--- src/rtl/ttt_pkg.sv ---
// Shared codes for the tic-tac-toe datapath: cell contents, difficulty levels,
// CPU move-engine FSM states and the random-source step function.
package ttt_pkg;

  localparam logic [1:0] CELL_EMPTY = 2'b00;
  localparam logic [1:0] CELL_HUMAN = 2'b01;
  localparam logic [1:0] CELL_CPU   = 2'b10;

  localparam logic [1:0] DIFF_EASY   = 2'd0;
  localparam logic [1:0] DIFF_MEDIUM = 2'd1;
  localparam logic [1:0] DIFF_HARD   = 2'd2;

  // Right-shifting Galois form of the x^16+x^14+x^13+x^11+1 polynomial
  localparam logic [15:0] LFSR_TAPS = 16'hB400;

  typedef enum logic [2:0] {
    ST_IDLE,
    ST_SCAN,
    ST_RESOLVE,
    ST_RAND,
    ST_DONE
  } state_e;

  function automatic logic [15:0] lfsr_step(input logic [15:0] s);
    return {1'b0, s[15:1]} ^ (s[0] ? LFSR_TAPS : 16'h0000);
  endfunction

endpackage

--- src/rtl/cpu_line_check.sv ---
// Reports whether placing `player` on the (empty) candidate cell completes its
// row, its column, or a diagonal through it. Cells coded 11 never match.
module cpu_line_check
  import ttt_pkg::*;
#(
  parameter  int unsigned BOARD_N = 3,
  localparam int unsigned CELLS   = BOARD_N * BOARD_N,
  localparam int unsigned POSW    = $clog2(BOARD_N)
) (
  input  logic [2*CELLS-1:0] board,
  input  logic [POSW-1:0]    row,
  input  logic [POSW-1:0]    col,
  input  logic [1:0]         player,
  output logic               hit_c
);

  logic            row_ok;
  logic            col_ok;
  logic            dm_ok;
  logic            da_ok;
  logic            own;
  logic [POSW-1:0] rr;
  logic [POSW-1:0] cc;

  // Every other cell on a line through the candidate must already hold player
  always_comb begin
    row_ok = 1'b1;
    col_ok = 1'b1;
    dm_ok  = (row == col);
    da_ok  = ((int'(row) + int'(col)) == (int'(BOARD_N) - 1));
    own    = 1'b0;
    rr     = '0;
    cc     = '0;
    for (int unsigned i = 0; i < CELLS; i++) begin
      own = (board[2*i +: 2] == player);
      rr  = POSW'(i / BOARD_N);
      cc  = POSW'(i % BOARD_N);
      if ((rr == row) && (cc != col) && !own) row_ok = 1'b0;
      if ((cc == col) && (rr != row) && !own) col_ok = 1'b0;
      if (((i / BOARD_N) == (i % BOARD_N)) && (rr != row) && !own) dm_ok = 1'b0;
      if (((i / BOARD_N) + (i % BOARD_N) == BOARD_N - 1) && (rr != row) && !own) da_ok = 1'b0;
    end
    hit_c = row_ok | col_ok | dm_ok | da_ok;
  end

endmodule

--- src/rtl/cpu_move_engine.sv ---
// CPU opponent: latches the board on start, scans one cell per clock, then
// picks a move by difficulty (priority chain or LFSR-seeded walk).
module cpu_move_engine
  import ttt_pkg::*;
#(
  parameter  int unsigned BOARD_N   = 3,
  parameter  logic [15:0] LFSR_SEED = 16'hACE1,
  localparam int unsigned CELLS     = BOARD_N * BOARD_N,
  localparam int unsigned IDXW      = $clog2(CELLS),
  localparam int unsigned POSW      = $clog2(BOARD_N)
) (
  input  logic               clock,
  input  logic               reset,
  input  logic               start,
  input  logic [1:0]         difficulty,
  input  logic [2*CELLS-1:0] board,
  output logic               busy,
  output logic               done,
  output logic               move_valid,
  output logic               no_move,
  output logic [IDXW-1:0]    move_idx,
  output logic [POSW-1:0]    move_row,
  output logic [POSW-1:0]    move_col
);

  localparam int unsigned CNTW       = $clog2(CELLS + 1);
  localparam int unsigned CENTRE_IDX = (CELLS - 1) / 2;
  localparam int unsigned CENTRE_POS = BOARD_N / 2;
  localparam bit          HAS_CENTRE = (BOARD_N % 2) == 1;

  typedef struct packed {
    logic            found;
    logic [IDXW-1:0] idx;
    logic [POSW-1:0] row;
    logic [POSW-1:0] col;
  } cand_t;

  state_e             state_q, state_d;
  logic [15:0]        lfsr_q, lfsr_d;
  logic [2*CELLS-1:0] board_q, board_d;
  logic [1:0]         diff_q, diff_d;
  logic [IDXW-1:0]    idx_q, idx_d;
  logic [POSW-1:0]    row_q, row_d;
  logic [POSW-1:0]    col_q, col_d;
  logic [CNTW-1:0]    cnt_q, cnt_d;
  cand_t              first_q, first_d, win_q, win_d, blk_q, blk_d;
  cand_t              corner_q, corner_d, res_q, res_d;
  logic               busy_q, busy_d, done_q, done_d;
  logic               move_valid_q, move_valid_d, no_move_q, no_move_d;
  logic [IDXW-1:0]    move_idx_q, move_idx_d;
  logic [POSW-1:0]    move_row_q, move_row_d, move_col_q, move_col_d;

  logic               win_hit_c, blk_hit_c, cell_empty_c, corner_c, centre_free_c;
  logic               last_idx_c, last_col_c;
  logic [IDXW-1:0]    nxt_idx_c, rand_raw_c, rand_idx_c;
  logic [POSW-1:0]    nxt_row_c, nxt_col_c, rand_row_c, rand_col_c;
  cand_t              cur_c, centre_c;

  cpu_line_check #(.BOARD_N(BOARD_N)) u_win (
    .board(board_q), .row(row_q), .col(col_q), .player(CELL_CPU), .hit_c(win_hit_c)
  );

  cpu_line_check #(.BOARD_N(BOARD_N)) u_blk (
    .board(board_q), .row(row_q), .col(col_q), .player(CELL_HUMAN), .hit_c(blk_hit_c)
  );

  assign cell_empty_c  = (board_q[{idx_q, 1'b0} +: 2] == CELL_EMPTY);
  assign corner_c      = (idx_q == '0) || (idx_q == IDXW'(BOARD_N - 1)) ||
                         (idx_q == IDXW'(CELLS - BOARD_N)) || (idx_q == IDXW'(CELLS - 1));
  assign centre_free_c = HAS_CENTRE && (board_q[2*CENTRE_IDX +: 2] == CELL_EMPTY);
  assign cur_c         = '{found: 1'b1, idx: idx_q, row: row_q, col: col_q};
  assign centre_c      = '{found: 1'b1, idx: IDXW'(CENTRE_IDX),
                           row: POSW'(CENTRE_POS), col: POSW'(CENTRE_POS)};

  // Row/column counters step alongside idx, wrapping at the board end
  assign last_idx_c = (idx_q == IDXW'(CELLS - 1));
  assign last_col_c = (col_q == POSW'(BOARD_N - 1));
  assign nxt_idx_c  = last_idx_c ? '0 : idx_q + IDXW'(1);
  assign nxt_col_c  = last_col_c ? '0 : col_q + POSW'(1);
  assign nxt_row_c  = last_idx_c ? '0 : (last_col_c ? row_q + POSW'(1) : row_q);

  // Random start cell folded into range with a single subtraction
  assign rand_raw_c = lfsr_q[IDXW-1:0];
  assign rand_idx_c = ({1'b0, rand_raw_c} >= (IDXW + 1)'(CELLS)) ?
                      rand_raw_c - IDXW'(CELLS) : rand_raw_c;

  always_comb begin
    rand_row_c = '0;
    rand_col_c = '0;
    for (int unsigned i = 0; i < CELLS; i++) begin
      if (rand_idx_c == IDXW'(i)) begin
        rand_row_c = POSW'(i / BOARD_N);
        rand_col_c = POSW'(i % BOARD_N);
      end
    end
  end

  always_comb begin
    state_d      = state_q;
    lfsr_d       = lfsr_step(lfsr_q);
    board_d      = board_q;
    diff_d       = diff_q;
    idx_d        = idx_q;
    row_d        = row_q;
    col_d        = col_q;
    cnt_d        = cnt_q;
    first_d      = first_q;
    win_d        = win_q;
    blk_d        = blk_q;
    corner_d     = corner_q;
    res_d        = res_q;
    busy_d       = (state_q == ST_SCAN) || (state_q == ST_RESOLVE) || (state_q == ST_RAND);
    done_d       = 1'b0;
    move_valid_d = move_valid_q;
    no_move_d    = no_move_q;
    move_idx_d   = move_idx_q;
    move_row_d   = move_row_q;
    move_col_d   = move_col_q;
    case (state_q)
      ST_IDLE: begin
        if (start) begin
          board_d      = board;
          diff_d       = difficulty;
          move_valid_d = 1'b0;
          no_move_d    = 1'b0;
          idx_d        = '0;
          row_d        = '0;
          col_d        = '0;
          cnt_d        = '0;
          first_d      = '0;
          win_d        = '0;
          blk_d        = '0;
          corner_d     = '0;
          state_d      = ST_SCAN;
        end
      end
      ST_SCAN: begin
        if (cell_empty_c) begin
          cnt_d = cnt_q + CNTW'(1);
          if (!first_q.found)              first_d  = cur_c;
          if (win_hit_c && !win_q.found)   win_d    = cur_c;
          if (blk_hit_c && !blk_q.found)   blk_d    = cur_c;
          if (corner_c && !corner_q.found) corner_d = cur_c;
        end
        idx_d = nxt_idx_c;
        row_d = nxt_row_c;
        col_d = nxt_col_c;
        if (last_idx_c) state_d = ST_RESOLVE;
      end
      ST_RESOLVE: begin
        state_d = ST_DONE;
        if (cnt_q == '0) begin
          res_d = '0;
        end else if (diff_q >= DIFF_HARD) begin
          if (win_q.found)         res_d = win_q;
          else if (blk_q.found)    res_d = blk_q;
          else if (centre_free_c)  res_d = centre_c;
          else if (corner_q.found) res_d = corner_q;
          else                     res_d = first_q;
        end else if ((diff_q == DIFF_EASY) || !win_q.found) begin
          idx_d   = rand_idx_c;
          row_d   = rand_row_c;
          col_d   = rand_col_c;
          state_d = ST_RAND;
        end else begin
          res_d = win_q;
        end
      end
      ST_RAND: begin
        // Terminates within CELLS cycles: at least one empty cell was counted
        if (cell_empty_c) begin
          res_d   = cur_c;
          state_d = ST_DONE;
        end else begin
          idx_d = nxt_idx_c;
          row_d = nxt_row_c;
          col_d = nxt_col_c;
        end
      end
      ST_DONE: begin
        done_d       = 1'b1;
        move_valid_d = res_q.found;
        no_move_d    = !res_q.found;
        move_idx_d   = res_q.idx;
        move_row_d   = res_q.row;
        move_col_d   = res_q.col;
        state_d      = ST_IDLE;
      end
      default: state_d = ST_IDLE;
    endcase
  end

  always_ff @(posedge clock) begin
    if (reset) begin
      state_q      <= ST_IDLE;
      lfsr_q       <= LFSR_SEED;
      board_q      <= '0;
      diff_q       <= '0;
      idx_q        <= '0;
      row_q        <= '0;
      col_q        <= '0;
      cnt_q        <= '0;
      first_q      <= '0;
      win_q        <= '0;
      blk_q        <= '0;
      corner_q     <= '0;
      res_q        <= '0;
      busy_q       <= 1'b0;
      done_q       <= 1'b0;
      move_valid_q <= 1'b0;
      no_move_q    <= 1'b0;
      move_idx_q   <= '0;
      move_row_q   <= '0;
      move_col_q   <= '0;
    end else begin
      state_q      <= state_d;
      lfsr_q       <= lfsr_d;
      board_q      <= board_d;
      diff_q       <= diff_d;
      idx_q        <= idx_d;
      row_q        <= row_d;
      col_q        <= col_d;
      cnt_q        <= cnt_d;
      first_q      <= first_d;
      win_q        <= win_d;
      blk_q        <= blk_d;
      corner_q     <= corner_d;
      res_q        <= res_d;
      busy_q       <= busy_d;
      done_q       <= done_d;
      move_valid_q <= move_valid_d;
      no_move_q    <= no_move_d;
      move_idx_q   <= move_idx_d;
      move_row_q   <= move_row_d;
      move_col_q   <= move_col_d;
    end
  end

  assign busy       = busy_q;
  assign done       = done_q;
  assign move_valid = move_valid_q;
  assign no_move    = no_move_q;
  assign move_idx   = move_idx_q;
  assign move_row   = move_row_q;
  assign move_col   = move_col_q;

endmodule
--- config.mk ---
export PLATFORM = sky130hd
export DESIGN_NAME = cpu_move_engine
export DESIGN_NICKNAME = d
export VERILOG_FILES = /design/src/rtl/ttt_pkg.sv /design/src/rtl/cpu_line_check.sv /design/src/rtl/cpu_move_engine.sv
export SDC_FILE = /design/constraint.sdc
export NUM_CORES = 1
export LEC_CHECK = 0
export ABC_AREA = 1
export ABC_CLOCK_PERIOD_IN_PS = 2250
export BUFFER_PORTS_ARGS = -buffer_cell sky130_fd_sc_hd__buf_2
export CAP_MARGIN = 20
export CORE_MARGIN = 3
export CORE_UTILIZATION = 56
export DETAILED_ROUTE_END_ITERATION = 8
export PLACE_DENSITY_LB_ADDON = 0.15
export SLEW_MARGIN = 20
export SYNTH_ARGS = -nofsm -noshare
export SYNTH_HDL_FRONTEND = slang
export SYNTH_HIERARCHICAL = 1
export SYNTH_SLANG_ARGS = --single-unit
--- constraint.sdc ---
create_clock -name clock -period 2.25 [get_ports clock]
set_clock_uncertainty 0.1 [all_clocks]
set_input_delay 0.45 -clock clock [delete_from_list [all_inputs] [get_ports clock]]
set_output_delay 0.45 -clock clock [all_outputs]
set_load 0.01 [all_outputs]
# Word-level counts from Yosys, hierarchy flattened
# Index checks and enable logic that the tools add are counted.
dict set report op_classes {
  n_mux 120
  bitwise_logic 7
  n_eq_ne 57
  shift 1
  n_lt_le_gt_ge 2
  n_addsub 6
  reduce_logical 119
}
# op count
set op_table {}
lappend op_table {{9-bit two-way mux} 16}
lappend op_table {{9-bit case mux with 2 select lines} 5}
lappend op_table {{1-bit logical AND} 67}
lappend op_table {{1-bit two-way mux} 52}
lappend op_table {{2-bit two-way mux} 24}
lappend op_table {{32-bit by 3-bit == test with 1-bit output, second input constant} 1}
lappend op_table {{4-bit two-way mux} 8}
lappend op_table {{1-bit zero test} 22}
lappend op_table {{2-bit == test, second input constant} 10}
lappend op_table {{4-bit by 3-bit == test with 1-bit output, second input constant} 5}
lappend op_table {{2-bit by 1-bit == test with 1-bit output, second input constant} 9}
lappend op_table {{3-bit two-way mux} 6}
lappend op_table {{18-bit by 6-bit indexed part select with 2-bit output} 1}
lappend op_table {{16-bit two-way mux} 1}
lappend op_table {{2-bit inequality test, second input constant} 8}
lappend op_table {{2-bit case mux with 4 select lines} 2}
lappend op_table {{4-bit case mux with 4 select lines} 1}
lappend op_table {{4-bit AND reduction} 4}
lappend op_table {{15-bit by 16-bit bitwise XOR with 16-bit output} 1}
lappend op_table {{4-bit by 2-bit == test with 1-bit output, second input constant} 3}
lappend op_table {{3-bit case mux with 4 select lines} 1}
lappend op_table {{2-bit zero test} 5}
lappend op_table {{2-bit nonzero test} 5}
lappend op_table {{3-bit AND reduction} 3}
lappend op_table {{other kinds (28)} 52}
dict set report totals {
  output_inout_bits 12
  ff_bits 108
}

# Longest topological paths before layout
# Gate-level depths: netlist (run 1).
dict set report logic_depth {
  word_depth 19
  depth_mapped 17
  mapped_depth_nobuf 15
}

# Hierarchy
# The synthesis (run 1) kept the hierarchy.
# mod n_inst cells_per_inst area_per_inst_um2
set by_module_without_submodules {}
lappend by_module_without_submodules {cpu_move_engine 1 700 4895.9}
lappend by_module_without_submodules {cpu_line_check 2 135 626.9}

# Worst setup path after synthesis (run 1)
# No wires, ideal clock.
dict set report synth_timing {
  path_kind {register to register}
  startpoint {register col_q[0]}
  endpoint {register blk_q[6] (netlist bit)}
  stages_incl_launch_ff 14
  period_less_slack_ns 2.229
  n_path_buf 1
  required_ns 2.022
  setup_ns 0.128
  arrival_ns 2.001
  slack_ns 0.021
  cell_sequence {dfxtp_1 > ha_1 > fa_1 > nand4_1 > nand2_1 > nand2_1 > nand3_1 > a21oi_1 > nor2_4 > nand2_2 > buf_6 > nand2_1 > o21ai_1 > nor2_1}
}
dict set report synth_between {
  elab_chain_cells 18
}
# item line
set synth_rtl {}
lappend synth_rtl {{start: declaration} cpu_move_engine.sv:44} ;# logic [POSW-1:0] col_q, col_d;
lappend synth_rtl {{start signal: assignment} cpu_move_engine.sv:222} ;# col_q <= col_d;
lappend synth_rtl {{2-bit nonzero test or 2-bit zero test (tied branches)} {cpu_line_check.sv:38, cpu_line_check.sv:39}}
lappend synth_rtl {{1-bit logical AND (on tied branches) (2 in series)} {cpu_line_check.sv:38, cpu_line_check.sv:39}}
lappend synth_rtl {{1-bit two-way mux (on tied branches) (9 in series)} {cpu_line_check.sv:38, cpu_line_check.sv:39}}
lappend synth_rtl {{1-bit bitwise OR (2 in series)} cpu_line_check.sv:43} ;# hit_c = row_ok | col_ok | dm_ok | da_ok;
lappend synth_rtl {{1-bit bitwise OR (*)} cpu_line_check.sv:43}
lappend synth_rtl {{named net blk_hit_c} cpu_move_engine.sv:53} ;# logic win_hit_c, blk_hit_c, cell_empty_c, corner_c, centre_free_c;
lappend synth_rtl {{1-bit logical AND (*)} cpu_move_engine.sv:142} ;# if (blk_hit_c && !blk_q.found) blk_d = cur_c;
lappend synth_rtl {{2-bit by 1-bit inequality test with 1-bit output (no line) (*)} --}
lappend synth_rtl {{4-bit AND reduction (no line) (*)} --}
lappend synth_rtl {{end signal: assignment} cpu_move_engine.sv:226} ;# blk_q <= blk_d;
lappend synth_rtl {{end: declaration} cpu_move_engine.sv:46} ;# cand_t first_q, first_d, win_q, win_d, blk_q, blk_d;
# The timed path passes the listed nets; every way through them passes the cells marked *.
# A chain may end at the register's enable or synchronous reset.

# Worst setup path after layout (run 1)
dict set report layout_timing {
  startpoint {register row_q[0]}
  endpoint {register blk_q[8] (netlist bit)}
}
dict set report layout_between {
  elab_chain_cells 18
}
# item line
set layout_rtl {}
lappend layout_rtl {{start: declaration} cpu_move_engine.sv:43} ;# logic [POSW-1:0] row_q, row_d;
lappend layout_rtl {{start signal: assignment} cpu_move_engine.sv:221} ;# row_q <= row_d;
lappend layout_rtl {{2-bit zero test or 2-bit nonzero test (tied branches)} --}
lappend layout_rtl {{1-bit logical AND (on tied branches) (2 in series)} {cpu_line_check.sv:38, cpu_line_check.sv:39}}
lappend layout_rtl {{1-bit two-way mux (on tied branches) (9 in series)} {cpu_line_check.sv:38, cpu_line_check.sv:39}}
lappend layout_rtl {{1-bit bitwise OR (2 in series)} cpu_line_check.sv:43}
lappend layout_rtl {{1-bit bitwise OR (*)} cpu_line_check.sv:43}
lappend layout_rtl {{named net blk_hit_c} cpu_move_engine.sv:53}
lappend layout_rtl {{1-bit logical AND (*)} cpu_move_engine.sv:142}
lappend layout_rtl {{2-bit by 1-bit inequality test with 1-bit output (no line) (*)} --}
lappend layout_rtl {{4-bit AND reduction (no line) (*)} --}
# Marks and branches as above.

==> run metrics, run 1 <==
Die Width 111 um; commonest non-fill, non-tap cells in the layout 271 x nand2_1, 133 x nor2_1, 108 x inv_1; hold path start board[11]; first drt pass iteration count 6; global-route wire length before repair 25.0 mm; Residual DRC 0; hpwl dp 11.3 mm; antenna-violating nets left 0; Max Cap Violations 0; largest net degree at the start of global routing 55; CTS Sinks 108; crit share post-route 96.1%; Synth Instances 970; initial antenna violation count 0; total grt overflow 0; die span in y 111 um; worst-margin pin slew 0.632 ns; clk slew on worst S/H paths 0.12 ns; Worst Path Buf+Inv 1; H-tree Lvls 3; crit-path cells ha_4 > fa_1 > nand4_1 > nand2_1 > nand2_1 > nand3_2 > a21oi_4 > nor2_4 > nand2_2 > buf_4 > a21oi_1; Leak 0.00321 uW; Area Growth Syn to Fin 11.8%; RSZ-0062 raised after global routing true; die area 0.0123 mm2; Avg WL per Cell 13.2 um; crit end category register; reg2reg start row_q[0]; Synth area leader dfxtp_1; run status completed; final hold violations 0; setup violators final 0; non-filler cells, final 1161; Hold EP board_q[11]; mapped cell area 0.00615 mm2; Fill cells 984; port buffer count 34; Synth top area share 35.2%; Placer Congestion 0.987; Yosys warnings 6; crit path DAT 2.39 ns; CP max stage cell fa_1; required time of the worst setup path 2.48 ns; Synth area leaders dfxtp_1 35%, nand2_1 17%, nor2_1 8.2%; WS Path Type reg -> reg; Tot Pwr 9100 uW; CTS max path bufs 2; vias post-DR 5989; ratio of cells with drive above 1 in the final layout 13.8%; Vias/cell 5.16; area of the multi-input gates 0.00341 mm2; CTS tree yes; Mean Syn Cell Area 6.34 um2; Synth Register Bits 108; hold_ws 0.223 ns; Slew Limit Fails 0; reg2reg end blk_q[8]; Worst R2R Path Depth 11; CTS Root Buffer Type clkbuf_8; number of diodes 0; Top cell by count, worst path nand2_1; Max Clock Freq 0.462 GHz; crit path time final 2.16 ns; reg-to-reg setup timing slack 0.09 ns; Cell variety after synth 34; Crit path max-delay family adder cells; Total GRT Usage 24.8%; hold depth 3; Rows 37; num ports 35; Num CTS Buffers 9; Total Nets Final 1056; slowest stage delay, CP 0.48 ns; crit start category register; clock insertion delay at the later pin of the skew report 0.39 ns; core outline area 0.0105 mm2; DP Cell Count 1138; DR iter-0 viols 564; max_slew headroom 57.6%; commonest non-fill, non-tap cell in the layout nand2_1; Worst VDD drop 1.03 mV; CTS Hold Bufs 0; pwr dens 1320 mW/mm2; Sum Neg Setup Slack 0 ns; Worst Path Max Fanout 7; Seq/Total Area, Yosys 35.2%; vias in the first global route 5213; Initial Util 58.5%; HP Class in -> reg; sequential cell area 0.00217 mm2; final wirelength 15.3 mm
==> cell families (layout without fill, tap and decap cells) <==
logic type,after synthesis,in the layout,synth area share (%)
adder cells (fa/ha/maj),13,13,2.89
AND/OR/NAND/NOR,517,518,35.3
other,2,4,0.122
flip-flops,108,108,35.2
buffers and inverters,153,205,10.6
XOR/XNOR,15,15,2.14
AO/OA/AOI/OAI,162,162,13.9
==> Yosys cell counts <==
library cell / n
o31ai_1: 4
buf_4: 2
nor3_1: 2
clkinv_1: 3
conb_1: 2
o22ai_1: 4
dfxtp_1: 108
nor2_1: 135
nand4_1: 3
a21oi_4: 1
buf_2: 3
clkbuf_1: 19
o21ai_0: 66
xnor2_1: 13
nand2_4: 3
ha_1: 11
fa_1: 2
buf_6: 6
nand3b_1: 5
nor2_2: 2
inv_1: 110
inv_6: 4
a21boi_0: 1
nand3_1: 69
nor2_4: 5
or2_2: 4
nand2_2: 15
o21ai_1: 5
nand2_1: 274
inv_2: 6
o211ai_1: 2
xor2_1: 2
a21oi_1: 77
a21oi_2: 2
==> where the power goes <==
group	internal [uW]	total, uW	switching (uW)
Combinational	1820	5040	3220
Clock	454	1230	777
Sequential	2390	2830	437
Total	4670	9100	4430
==> worst register-to-register path: cells and delay by family, from the launching register on <==
kind,cells,cell delay [ns]
DFF,1,0.40
buffers and inverters,1,0.16
and+or+nand+nor,6,0.62
adders and majority gates,2,0.64
AOI/OAI and AO/OA,2,0.18
==> sequential cells by signal, indices dropped and copies added, names as in the netlist, 3 cells and up <==
register	cells
move_idx	4
blk_q	9
win_q	9
cnt_q	4
first_q	9
board_q	18
lfsr_q	16
res_q	9
corner_q	9
state_q	3
idx_q	4
==> metrics by stage <==
stage	instance area [um2]	util, %	worst slack, ns
floorplan	6160	-	0.0210
global placement	6540	62.2	-0.00658
global route	6880	65.4	-0.0154
finish	6880	65.4	0.0877
CTS	6750	64.3	0.00973
detailed placement	6540	62.2	-0.0613
==> timing repair <==
action | CTS | global route
buffers inserted | 0 | 6
setup endpoints to repair | 14 | 20
cloned | 0 | 1
pin swaps | 0 | 6
resized for setup | 3 | 25
==> layer usage <==
layer  vias to the layer above  track usage, %  wire, um
met5                         -               0         0
met4                         0            7.47       296
met3                        24            4.48      1160
met2                       197            37.3      6580
met1                      2625            36.0      7260
li1                       3143               -         -
==> cell type report <==
cell class | count | share of cell area [%]
inverters | 123 | 7.01
flip-flops and latches | 108 | 31.6
multi-input cells | 712 | 49.6
clock inverters | 7 | 1.26
repair buffers | 66 | 6.26
well taps | 136 | 2.47
clock buffers | 9 | 1.80
==> worst max path at each step <==
| stage | start | endpoint | depth (start not counted) |
|---|---|---|---|
| 3_5_place_dp | row_q[0] | blk_q[7] | 12 |
| 2_1_floorplan | col_q[0] | blk_q[6] | 13 |
| 3_3_place_gp | col_q[1] | blk_q[7] | 11 |
| 5_1_grt | row_q[0] | win_q[6] | 11 |
| 6_report | row_q[0] | blk_q[8] | 11 |
| 4_1_cts | col_q[0] | win_q[1] | 12 |
Power figures use the tool's default switching activity.
==> run 2, diff against run 1 <==
--- a/config.mk
+++ b/config.mk
@@ -5,7 +5,6 @@
 export SDC_FILE = /design/constraint.sdc
 export NUM_CORES = 1
 export LEC_CHECK = 0
-export ABC_AREA = 1
 export ABC_CLOCK_PERIOD_IN_PS = 2250
 export BUFFER_PORTS_ARGS = -buffer_cell sky130_fd_sc_hd__buf_2
 export CAP_MARGIN = 20
==> run metrics, run 2 <==
mapped cell area 0.00621 mm2; total grt overflow 0; compound-cell area share of the yosys netlist 16.1%; first drt pass iteration count 6; CTS tree yes; Max Clock Freq 0.403 GHz; Worst Path Max Fanout 5; Synth Area in Adders 2.86%; crit start category register; Seq/Total Area, Yosys 34.8%; crit end category register; Post-Synth Simple-Gate Area 22.5%; Synth area leaders dfxtp_1 35%, nand2_1 8.9%, mux2i_1 8.7%; most numerous cell in the Yosys netlist nand2_1; Tot Pwr 4610 uW; ratio of cells with drive above 1 in the final layout 27.3%; Avg WL per Cell 18.6 um; final hold violations 0; die span in y 111 um; hold path start board[5]; non-filler cells, final 967; Synth Register Bits 108; Leak 0.00303 uW; Regs by FF count board_q (18), lfsr_q (16); number of synthesized flops with an enable pin 0; vias post-DR 5848; crit path DAT 2.66 ns; crit share post-route 110%; Synth top area share 34.8%; Synth Instances 736; largest net degree at the start of global routing 44; Max Cap Violations 0; CTS Sinks 108; pwr dens 615 mW/mm2; RSZ-0062 raised after global routing true; num ports 35; die area 0.0124 mm2; DP Cell Count 944; WS Path Type reg -> reg; commonest non-fill, non-tap cell in the layout nand2_1; failing checks negative setup slack; Mean Syn Cell Area 8.44 um2; hpwl dp 13.2 mm; Total GRT Usage 28.5%; Hold EP board_q[5]; Rows 37; run status finished, violations left; CTS Root Buffer Type clkbuf_8; global-route wire length before repair 28.2 mm; H-tree Lvls 3; worst setup margin -0.234 ns; Sum Neg Setup Slack -4.23 ns; Post-synth top flop dfxtp_1; ys async rst share 0%; worst-margin pin slew 1.00 ns; setup violators final 34; final wirelength 18.0 mm; required time of the worst setup path 2.43 ns; CTS max path bufs 2; XOR/XNOR Fraction of Synth Area 9.83%; Slew Limit Fails 0; Yosys warnings 6; core outline area 0.0106 mm2; Biggest register board_q; dpl ws -0.234 ns; clock insertion delay at the later pin of the skew report 0.40 ns; antenna-violating nets left 0; DR iter-0 viols 763; crit path time final 2.48 ns; number of diodes 0; Synth area leader dfxtp_1; main combinational cell family by area after synthesis simple AND/OR/NAND/NOR gates; Die Width 111 um; HP Class in -> reg; Num CTS Buffers 9; Worst VDD drop 0.500 mV; Cell variety after synth 66; Residual DRC 0; max_slew headroom 32.7%; Initial Util 58.8%; hold depth 3; reg2reg end blk_q[5]; final core utilization 71.1%; mux contribution to synthesized area 8.71%; Largest register FFs 18; Placer Congestion 0.939; Worst R2R Path Depth 8; reg2reg start row_q[0]; clk slew on worst S/H paths 0.11 ns; Total Nets Final 862; Area Growth Syn to Fin 20.8%; reg-to-reg setup timing slack -0.23 ns; port buffer count 34; initial antenna violation count 0; Vias/cell 6.05; commonest non-fill, non-tap cells in the layout 147 x nand2_1, 94 x dfxtp_1, 75 x buf_4; most frequent cells after synthesis 147 x nand2_1, 108 x dfxtp_1, 57 x a21oi_1, 54 x mux2i_1, 39 x nor2_1; vias in the first global route 5396
[run 2: cell types whose count changed after synthesis, moves of 10 or more]
| cell | before | now |
|---|---|---|
| a211oi_1 | 0 | 10 |
| a21oi_1 | 77 | 57 |
| inv_1 | 110 | 21 |
| mux2i_1 | 0 | 54 |
| nand2_1 | 274 | 147 |
| nand2_2 | 15 | 0 |
| nand3_1 | 69 | 30 |
| nor2_1 | 135 | 39 |
| nor2b_1 | 0 | 16 |
| o21ai_0 | 66 | 19 |
| xnor2_2 | 0 | 20 |
[run 2: stage by stage]
step	hold WS, ns	cell area (um2)
after floorplan	0.289	6240
after global placement	0.293	6960
after detailed placement	0.301	6960
after CTS	0.155	7230
after global routing	0.170	7500
final	0.175	7500
[run 2: cells by family (layout without fill, tap and decap cells)]
logic type	count (synthesis)	after routing
buf+inv	63	154
other cells	2	4
simple gates	297	299
mux	54	54
compound gates	155	155
fa+ha+maj	13	13
flops	108	108
xor+xnor	44	44
[run 2: repair_timing]
action | CTS | global route
gates resized for setup | 20 | 59
endpoints found under the hold margin | 0 | 0
pin swaps | 7 | 14
hold buffers | 0 | 0
setup endpoints to repair | 51 | 53
gates cloned | 1 | 3
setup buffers | 2 | 5
[run 2: final cells by class]
type                            count  area [um2]
Sequential cell                   108        2200
Multi-Input combinational cell    569        4040
Tap cell                          136         170
Inverter                           22        82.6
Clock buffer                       14         173
Timing Repair Buffer              116         823
Clock inverter                      2        16.3
Fill cell                         824        3050
[run 2: critical path, cell delays in order, from the launching register on]
cell	delay, ns
dfxtp_4	0.38
ha_4	0.16
fa_1	0.50
inv_2	0.04
a311oi_2	0.26
o21ai_1	0.12
o211ai_2	0.10
or4b_4	0.57
mux2i_1	0.15
[run 2: worst max path at each step]
stage / startpoint / to / slack [ns] / cells after the start
4_1_cts: col_q[0] / blk_q[5] / -0.22 / 9
3_5_place_dp: row_q[0] / win_q[0] / -0.23 / 9
2_1_floorplan: row_q[0] / blk_q[1] / -0.11 / 9
5_1_grt: row_q[0] / blk_q[5] / -0.27 / 8
3_3_place_gp: col_q[0] / blk_q[1] / -0.19 / 9
6_report: row_q[0] / blk_q[5] / -0.23 / 8
[run 2: power breakdown]
part	leakage (uW)	total, uW	switching (uW)	internal [uW]
clock network	0.0000933	1170	673	500
registers	0.000887	2090	102	1990
logic	0.00205	1350	731	621
total	0.00303	4610	1510	3110
[run 2: layer usage]
| metal | track usage [%] | routed length [um] |
|---|---|---|
| met5 | 0 | 0 |
| met4 | 10.1 | 564 |
| met3 | 7.21 | 1620 |
| met2 | 44.6 | 8200 |
| met1 | 38.0 | 7610 |
